[config.mk]
export PLATFORM = sky130hd
export DESIGN_NAME = mem_access_unit
export DESIGN_NICKNAME = d
export VERILOG_FILES = /design/src/rtl/mem_access_unit.sv
export SDC_FILE = /design/constraint.sdc
export NUM_CORES = 1
export LEC_CHECK = 0
export ABC_AREA = 1
export BUFFER_PORTS_ARGS = -buffer_cell sky130_fd_sc_hd__buf_2
export CAP_MARGIN = 20
export CORE_MARGIN = 2
export CORE_UTILIZATION = 51
export DETAILED_ROUTE_END_ITERATION = 8
export PLACE_DENSITY = 0.86
export SLEW_MARGIN = 40
export SYNTH_ARGS = -nofsm -noshare
export SYNTH_HDL_FRONTEND = slang
export SYNTH_SLANG_ARGS = --single-unit
export TNS_END_PERCENT = 50
[constraint.sdc]
create_clock -name clk_i -period 3.1 [get_ports clk_i]
set_input_delay 0.155 -clock clk_i [delete_from_list [all_inputs] [get_ports clk_i]]
set_output_delay 0.155 -clock clk_i [all_outputs]
set_load 0.01 [all_outputs]
[src/rtl/mem_access_unit.sv]
// mem_access_unit: memory-stage access unit between EX/MEM and MEM/WB.
// Drives a single-outstanding req/ack data bus, aligns stores, extends loads
// and stalls the pipeline while an access is pending.
// Ports: clk_i, reset_i (sync, active-high); EX/MEM inputs *_im*;
//   dmem_* bus; MEM/WB outputs *_om*; stall_om, misalign_om, bus_err_om.
// Option: define MEM_ACCESS_TIMEOUT_EN to abandon an access after
//   ACK_TIMEOUT wait cycles without ack (bus_err_om pulses for one cycle).
module mem_access_unit #(
  parameter int ACK_TIMEOUT = 15
) (
  input  logic        clk_i,
  input  logic        reset_i,
  input  logic [31:0] alu_out_im32,
  input  logic [31:0] write_data_im32,
  input  logic [4:0]  dst_reg_addr_im5,
  input  logic        enable_wreg_im,
  input  logic        mem_to_reg_im,
  input  logic        mem_write_im,
  input  logic [1:0]  mem_size_im2,
  input  logic        load_unsigned_im,
  output logic        dmem_req_o,
  output logic        dmem_we_o,
  output logic [31:0] dmem_addr_o,
  output logic [31:0] dmem_wdata_o,
  output logic [3:0]  dmem_be_o4,
  input  logic        dmem_ack_i,
  input  logic [31:0] dmem_rdata_i,
  output logic [31:0] alu_out_om32,
  output logic [4:0]  dst_reg_addr_om5,
  output logic        mem_to_reg_om,
  output logic [31:0] read_data_om32,
  output logic        enable_wreg_om,
  output logic        stall_om,
  output logic        misalign_om,
  output logic        bus_err_om
);

  typedef enum logic {IDLE, WAIT} state_t;

  state_t      state;
  logic [31:0] lat_alu;
  logic [31:0] lat_wdata;
  logic [4:0]  lat_dst;
  logic        lat_wreg;
  logic        lat_m2r;
  logic        lat_mw;
  logic [1:0]  lat_size;
  logic        lat_uns;

  logic        in_wait;
  logic [31:0] alu;
  logic [31:0] wdata;
  logic [4:0]  dst;
  logic        wreg;
  logic        m2r;
  logic        mw;
  logic [1:0]  size;
  logic        uns;

  logic        misalign;
  logic        req;
  logic        done;
  logic        timeout;
  logic        run;

  logic [7:0]  byte_lane;
  logic [15:0] half_lane;
  logic [31:0] load_ext;
  logic [3:0]  st_be;
  logic [31:0] st_wdata;

  assign in_wait = (state == WAIT);
  assign run     = ~reset_i;

  // IDLE works from the live EX/MEM bundle, WAIT from the captured copy
  always_comb begin
    if (in_wait) begin
      alu   = lat_alu;
      wdata = lat_wdata;
      dst   = lat_dst;
      wreg  = lat_wreg;
      m2r   = lat_m2r;
      mw    = lat_mw;
      size  = lat_size;
      uns   = lat_uns;
    end else begin
      alu   = alu_out_im32;
      wdata = write_data_im32;
      dst   = dst_reg_addr_im5;
      wreg  = enable_wreg_im;
      m2r   = mem_to_reg_im;
      mw    = mem_write_im;
      size  = mem_size_im2;
      uns   = load_unsigned_im;
    end
  end

  always_comb begin
    misalign = 1'b0;
    unique case (size)
      2'd0:    misalign = 1'b0;
      2'd1:    misalign = alu[0];
      default: misalign = |alu[1:0];
    endcase
    misalign = misalign & (m2r | mw);
  end

  assign req  = (m2r | mw) & ~misalign;
  assign done = req & dmem_ack_i;

  always_comb begin
    byte_lane = 8'h00;
    unique case (alu[1:0])
      2'd0: byte_lane = dmem_rdata_i[7:0];
      2'd1: byte_lane = dmem_rdata_i[15:8];
      2'd2: byte_lane = dmem_rdata_i[23:16];
      2'd3: byte_lane = dmem_rdata_i[31:24];
    endcase
    half_lane = alu[1] ? dmem_rdata_i[31:16]
                       : dmem_rdata_i[15:0];
    unique case (size)
      2'd0: load_ext = uns ? {24'h0, byte_lane}
                           : {{24{byte_lane[7]}}, byte_lane};
      2'd1: load_ext = uns ? {16'h0, half_lane}
                           : {{16{half_lane[15]}}, half_lane};
      default: load_ext = dmem_rdata_i;
    endcase
  end

  always_comb begin
    st_be    = 4'hf;
    st_wdata = wdata;
    unique case (size)
      2'd0: begin
        st_be    = 4'b0001 << alu[1:0];
        st_wdata = {4{wdata[7:0]}};
      end
      2'd1: begin
        st_be    = alu[1] ? 4'b1100 : 4'b0011;
        st_wdata = {2{wdata[15:0]}};
      end
      default: begin
        st_be    = 4'hf;
        st_wdata = wdata;
      end
    endcase
  end

`ifdef MEM_ACCESS_TIMEOUT_EN
  localparam int CW = $clog2(ACK_TIMEOUT) + 1;
  logic [CW-1:0] wait_cnt;

  assign timeout = in_wait & ~dmem_ack_i &
                   (wait_cnt == CW'(ACK_TIMEOUT - 1));

  // held at zero in IDLE so it starts from zero on entering WAIT
  always_ff @(posedge clk_i) begin
    if (reset_i)
      wait_cnt <= '0;
    else if (!in_wait)
      wait_cnt <= '0;
    else if (!dmem_ack_i)
      wait_cnt <= wait_cnt + CW'(1);
  end
`else
  logic cfg_unused;
  assign timeout    = 1'b0;
  assign cfg_unused = (ACK_TIMEOUT > 0);
`endif

  always_ff @(posedge clk_i) begin
    if (reset_i) begin
      state     <= IDLE;
      lat_alu   <= '0;
      lat_wdata <= '0;
      lat_dst   <= '0;
      lat_wreg  <= 1'b0;
      lat_m2r   <= 1'b0;
      lat_mw    <= 1'b0;
      lat_size  <= '0;
      lat_uns   <= 1'b0;
    end else begin
      unique case (state)
        IDLE: begin
          if (req) begin
            lat_alu   <= alu_out_im32;
            lat_wdata <= write_data_im32;
            lat_dst   <= dst_reg_addr_im5;
            lat_wreg  <= enable_wreg_im;
            lat_m2r   <= mem_to_reg_im;
            lat_mw    <= mem_write_im;
            lat_size  <= mem_size_im2;
            lat_uns   <= load_unsigned_im;
            if (!dmem_ack_i)
              state <= WAIT;
          end
        end
        WAIT: begin
          if (dmem_ack_i || timeout)
            state <= IDLE;
        end
      endcase
    end
  end

  // every output is forced low in the reset cycle
  assign dmem_req_o   = run & req;
  assign dmem_we_o    = run & req & mw;
  assign dmem_addr_o  = (run & req) ? {alu[31:2], 2'b00}
                                    : 32'h0;
  assign dmem_wdata_o = (run & req & mw) ? st_wdata
                                         : 32'h0;
  assign dmem_be_o4   = !(run & req) ? 4'h0
                      : (mw ? st_be : 4'hf);

  assign alu_out_om32     = run ? alu : 32'h0;
  assign dst_reg_addr_om5 = run ? dst : 5'h0;
  assign mem_to_reg_om    = run & m2r;
  assign read_data_om32   = (run & done & m2r) ? load_ext
                                               : 32'h0;
  assign enable_wreg_om   = run & wreg & ~misalign
                          & ~timeout;
  assign stall_om         = run & req & ~dmem_ack_i
                          & ~timeout;
  assign misalign_om      = run & misalign;
  assign bus_err_om       = run & timeout;

endmodule

== Yosys cells after proc, flatten, opt, wreduce, memory -nomap -nowiden ==
Index checks and enable logic that the tools add are counted.

* Bits in registers: 76
* Bits in latches: 0
* Bits in writable memories: 0
* Bits in read-only memories: 0
* Input port bits: 110
* Word-level logic and storage cells: 62
* Memories kept: 0

* Add/sub/neg operators: 0
* Multipliers: 0
* Div/mod/pow operators: 0
* Magnitude comparators: 0
* Eq/ne operators: 4
* Shift operators: 1
* Mux-type cells: 27
* Bitwise operators: 17
* Reductions and logical operators: 4

{| class="wikitable"
|+ Operators with widths
! kind !! count
|-
| two-way mux 32 bit || 8
|-
| case mux 32 bit (2 select lines) || 2
|-
| case mux 8 bit (4 select lines) || 1
|-
| two-way mux 16 bit || 1
|-
| bitwise AND 1 bit || 12
|-
| two-way mux 4 bit || 3
|-
| two-way mux 5 bit || 2
|-
| case mux 4 bit (2 select lines) || 1
|-
| two-way mux 1 bit || 6
|-
| == test 2 x 1 -> 1 bit (second input constant) || 2
|-
| == test 2 bit (second input constant) || 2
|-
| zero test 2 bit || 2
|-
| inverter 1 bit || 4
|-
| case mux 1 bit (2 select lines) || 2
|-
| left shift 1 x 2 -> 4 bit (first input constant) || 1
|-
| two-way mux 2 bit || 1
|-
| AND reduction 2 bit || 1
|-
| OR reduction 2 bit || 1
|-
| OR 1 bit || 1
|}

== Depth between registers and ports, before layout ==
* Depth in word-level cells: 10
* Gate-level depth with buffers: 13
* Depth with buffers taken out: 12

== Least setup slack after synthesis ==
No wires, ideal clock.

* Kind: reg-to-output
* From: reg state, in the netlist in_wait
* To: out dmem_wdata_o[10]
* Arrival: 1.569 ns
* Required time: 2.945 ns
* Setup slack: 1.376 ns
* Stages on the path, launching flop included: 13
* Buffers on the path: 3
* Cells stage by stage: dfxtp_1 -> buf_6 -> nand2_2 -> nand2_2 -> buf_6 -> nand2_2 -> nand2_2 -> nand2_4 -> nand2_2 -> nor2_4 -> nand2_2 -> buf_2 -> nor2_1

* Word-level cells in the longest chain between the ends: 9
* Elaborated cells on any way between the ends: 17

{| class="wikitable"
|+ RTL lines
! item !! RTL line !! text
|-
| from (decl) || 40 || <nowiki>state_t state;</nowiki>
|-
| from (signal assigned) || 173 || <nowiki>state <= IDLE;</nowiki>
|-
| from (signal assigned) || 195 || <nowiki>state <= WAIT;</nowiki>
|-
| from (signal assigned) || 200 || <nowiki>state <= IDLE;</nowiki>
|-
| two-way mux 2 bit or two-way mux 32 bit (tied branches) || 77 || <nowiki>if (in_wait) begin</nowiki>
|-
| == test 2 x 1 -> 1 bit (tied with other cells) || 100 || <nowiki>unique case (size)</nowiki>
|-
| case mux 1 bit (2 select lines) || 100 ||
|-
| bitwise AND 1 bit || 105 || <nowiki>misalign = misalign & (m2r | mw);</nowiki>
|-
| inverter 1 bit || 108 || <nowiki>assign req = (m2r | mw) & ~misalign;</nowiki>
|-
| bitwise AND 1 bit * || 108 ||
|-
| bitwise AND 1 bit * || - ||
|-
| net dmem_req_o || 21 || <nowiki>output logic dmem_req_o,</nowiki>
|-
| bitwise AND 1 bit * || 211 || <nowiki>assign dmem_wdata_o = (run & req & mw) ? st_wdata</nowiki>
|-
| two-way mux 32 bit * || 211 ||
|-
| to (decl) || 24 || <nowiki>output logic [31:0] dmem_wdata_o,</nowiki>
|}

Mark *: on every way through the listed nets, which the timed path passes. The rest lies on a longest branch.

== Final worst setup path ==
* From: reg state, in the netlist in_wait
* To: out read_data_om32[19]

* Word-level cells in the longest chain between the ends: 10
* Elaborated cells on any way between the ends: 26

{| class="wikitable"
|+ RTL lines
! item !! RTL line !! text
|-
| two-way mux 2 bit or two-way mux 32 bit (tied branches) || 77 ||
|-
| == test 2 x 1 -> 1 bit (tied with other cells) || 100, 121 ||
|-
| case mux 1 bit (2 select lines) || 100 ||
|-
| bitwise AND 1 bit || 105 ||
|-
| inverter 1 bit || 108 ||
|-
| bitwise AND 1 bit || 108 ||
|-
| bitwise AND 1 bit || 109 || <nowiki>assign done = req & dmem_ack_i;</nowiki>
|-
| bitwise AND 1 bit (2 in a row) || 219 || <nowiki>assign read_data_om32 = (run & done & m2r) ? load_ext</nowiki>
|-
| two-way mux 32 bit * || 219 ||
|-
| to (decl) || 31 || <nowiki>output logic [31:0] read_data_om32,</nowiki>
|}

Every way passes the cells marked *; elsewhere a longest branch is shown, timed or not.

==> results.cfg <==
[flow_run]
drv_cap = 0

[synthesis]
synth_top_area_cell = dfxtp_1
synthDominantCellAreaShare_pct = 28.88
yosys_warnings = 0
ys_ff_latch = 76
netlist_area_um2 = 5268
avgSynthCellArea_um2 = 6.168
ys_async_sr_fraction_pct = 0
synth_area_leaders = dfxtp_1 (29%), nand2_1 (18%), nor2_1 (9.8%)
synthDistinctLibCells = 33
synth_edf_count = 0
ys_seq_area_share_pct = 28.88
syn_inst = 854
ys.flop_type = dfxtp_1

[cts]
cts_max_path_buffers = 2
cts.sinks = 76
cts_root_buffer = clkbuf_8
cts_buffers = 9
cts_tree = built
htreeDepth = 3
clk_pin_slew_ns = 0.08
insertion_delay_ns = 0.35

[placed_design]
dp_hpwl_mm = 12.02
port-buffer-count = 250
gp_congestion = 0.9028

[layout]
antenna_cells = 0
nFillCells = 1021
nets = 1174
utilization_pct = 65.16
final_common_cell = nand2_1
syn_to_final_growth_pct = 25.99
layout_common_cells = nand2_1 (258), buf_2 (249), nor2_1 (137)
drive_gt1_share_pct = 30.31

[power_and_ir_drop]
peakVddDrop_uv = 235.4
finalPower_mw = 3.135
p_leak_nw = 3.510
cellPowerDensity_nw_per_um2 = 472.3

[detailed_routing]
dr.pass1.iters = 5
drc = 0
wl_met1_mm = 6.809
routed-wl-met3_mm = 1.511
finalWirelength_mm = 16.63
ant_nets = 0
drt_iter0_markers = 489
routed-wl-met2_mm = 7.976
top_layer_used = met4
wl_per_cell_um = 13.80
via_count = 6210
routed_via_density = 5.154

[global_routing]
grt_pass1_wl_mm = 25.70
grt_max_degree = 73
globalRouteTotalUtil_pct = 28.12
antenna_found_initial = 0
grt_pass1_vias = 5348
overflow = 0

[worst_hold_path]
worstHoldPathType = input port to flip-flop
hold_end = lat_dst[4]$_SDFFE_PP0P_
min-delay-start = dst_reg_addr_im5[4]
holdPathStages = 3

[floorplan]
die_h_um = 105.6
start_util_pct = 51.72
core_area_um2 = 10180
num_io_pins = 254
num_rows = 37
design.die.area_um2 = 11160
dieWidth_um = 105.6

[sta]
finalCritPeriodShare_pct = 91.67
fmax_mhz = 351.9
report.final.hold_viol_count = 0
max-slew-margin-rel_pct = 50.58
final.setup_skew_ns = 0.01656
setup_viol = 0
worst_slew_pin_slew_ns = 0.7413
tns_ns = 0
rsz0062_at_grt = false
final_max_slew_viol_count = 0
post-route-min-period_ns = 2.842

[status]
status = complete, no violations

[worst_setup_path]
start_kind = flip-flop
critPathMaxFanout = 32
cp.required_ns = 2.94
cp.arrival_ns = 2.69
r2r_cells = 11
r2r-start = in_wait$_SDFF_PP0_
path_class = flip-flop to output pin
r2r_end = lat_alu[19]$_SDFFE_PP0P_
r2r_setup_slack_ns = 0.45
crit_path_end_kind = output pin
==> stage by stage <==
stage	hold WS (ns)	instance area (um^2)	cells	setup WS (ns)
2_1_floorplan	0.2977	5275	856	1.376
3_3_place_gp	0.4150	6387	1188	0.3552
3_5_place_dp	0.4207	6387	1188	0.2648
4_1_cts	0.04161	6626	1204	0.06368
5_1_grt	0.03795	6636	1205	0.06534
6_report	0.05574	6636	1205	0.2582
==> worst max-delay path: stages, from the launching register on <==
cell     delay (ns)
dfxtp_4        0.47
buf_4          0.40
nand2_1        0.09
nand2_1        0.37
nand3_1        0.15
nand3_1        0.18
nand3_4        0.14
nand2_2        0.11
nand2_4        0.15
nor2_1         0.13
buf_2          0.14
==> sequential cells by signal (all words and copies together), names as in the netlist <==
| name | count |
|---|---|
| lat_dst | 5 |
| lat_size | 2 |
| lat_alu | 32 |
| lat_mw | 1 |
| lat_m2r | 1 |
| lat_wdata | 32 |
| lat_uns | 1 |
| in_wait | 1 |
| lat_wreg | 1 |
==> metal layers <==
layer | GRT usage, % | vias up
met5 | 0 | -
met4 | 9.492 | 0
met3 | 5.875 | 27
met2 | 47.79 | 297
met1 | 35.40 | 2750
li1 | - | 3136
==> Yosys cell counts, types with 2 or more instances <==
| cell | instances |
|---|---|
| nand2_1 | 258 |
| nor2_1 | 137 |
| a21oi_1 | 86 |
| dfxtp_1 | 76 |
| o21ai_0 | 61 |
| inv_1 | 40 |
| mux2i_1 | 35 |
| nand3_1 | 28 |
| clkbuf_1 | 22 |
| buf_2 | 19 |
| buf_6 | 17 |
| nand2_2 | 16 |
| nor2_2 | 13 |
| a22oi_1 | 7 |
| nor3_1 | 5 |
| or2_2 | 5 |
| buf_4 | 4 |
| inv_2 | 4 |
| o21ai_1 | 3 |
| nand2_4 | 2 |
| nor2_4 | 2 |
| o211ai_1 | 2 |
| or2_1 | 2 |
==> cells by family after synthesis <==
kind of cell	Yosys count	synth area share, %
other	1	0.07119
AND/OR/NAND/NOR	474	37.77
multiplexers	35	6.651
buffers and inverters	107	10.78
flip-flops	76	28.88
AO/OA/AOI/OAI	161	15.84
==> worst max-delay path by stage <==
stage	from	endpoint	slack, ns	cells after the start
2_1_floorplan	in_wait$_SDFF_PP0_	dmem_wdata_o[10]	1.38	12
3_3_place_gp	in_wait$_SDFF_PP0_	dmem_wdata_o[27]	0.36	11
3_5_place_dp	in_wait$_SDFF_PP0_	lat_alu[19]$_SDFFE_PP0P_	0.26	11
4_1_cts	in_wait$_SDFF_PP0_	dmem_wdata_o[27]	0.06	11
5_1_grt	in_wait$_SDFF_PP0_	dmem_wdata_o[27]	0.07	11
6_report	in_wait$_SDFF_PP0_	read_data_om32[19]	0.26	10
==> cell type report <==
| type | count | area (um^2) | share of cell area, % |
|---|---|---|---|
| Clock inverter | 6 | 93.84 | 1.414 |
| Multi-Input combinational cell | 673 | 3198 | 48.19 |
| Inverter | 44 | 170.2 | 2.564 |
| Clock buffer | 10 | 137.6 | 2.074 |
| Sequential cell | 76 | 1525 | 22.98 |
| Timing Repair Buffer | 260 | 1341 | 20.21 |
| Tap cell | 136 | 170.2 | 2.564 |
==> report_power, final <==
group,switching [mW],internal [mW]
registers,0.0578,1.09
logic,0.734,0.387
clock network,0.384,0.482
total,1.18,1.96
==> timing repair <==
| item | 4_1_cts | 5_1_grt |
|---|---|---|
| resized for setup | 2 | 3 |
| endpoints found under the hold margin | 0 | 0 |
| hold buffers | 0 | 0 |
| cloned | 0 | 0 |
| buffers inserted | 0 | 1 |
| endpoints found under the setup margin | 18 | 69 |
Note: power is estimated with default switching activity, not from simulation.
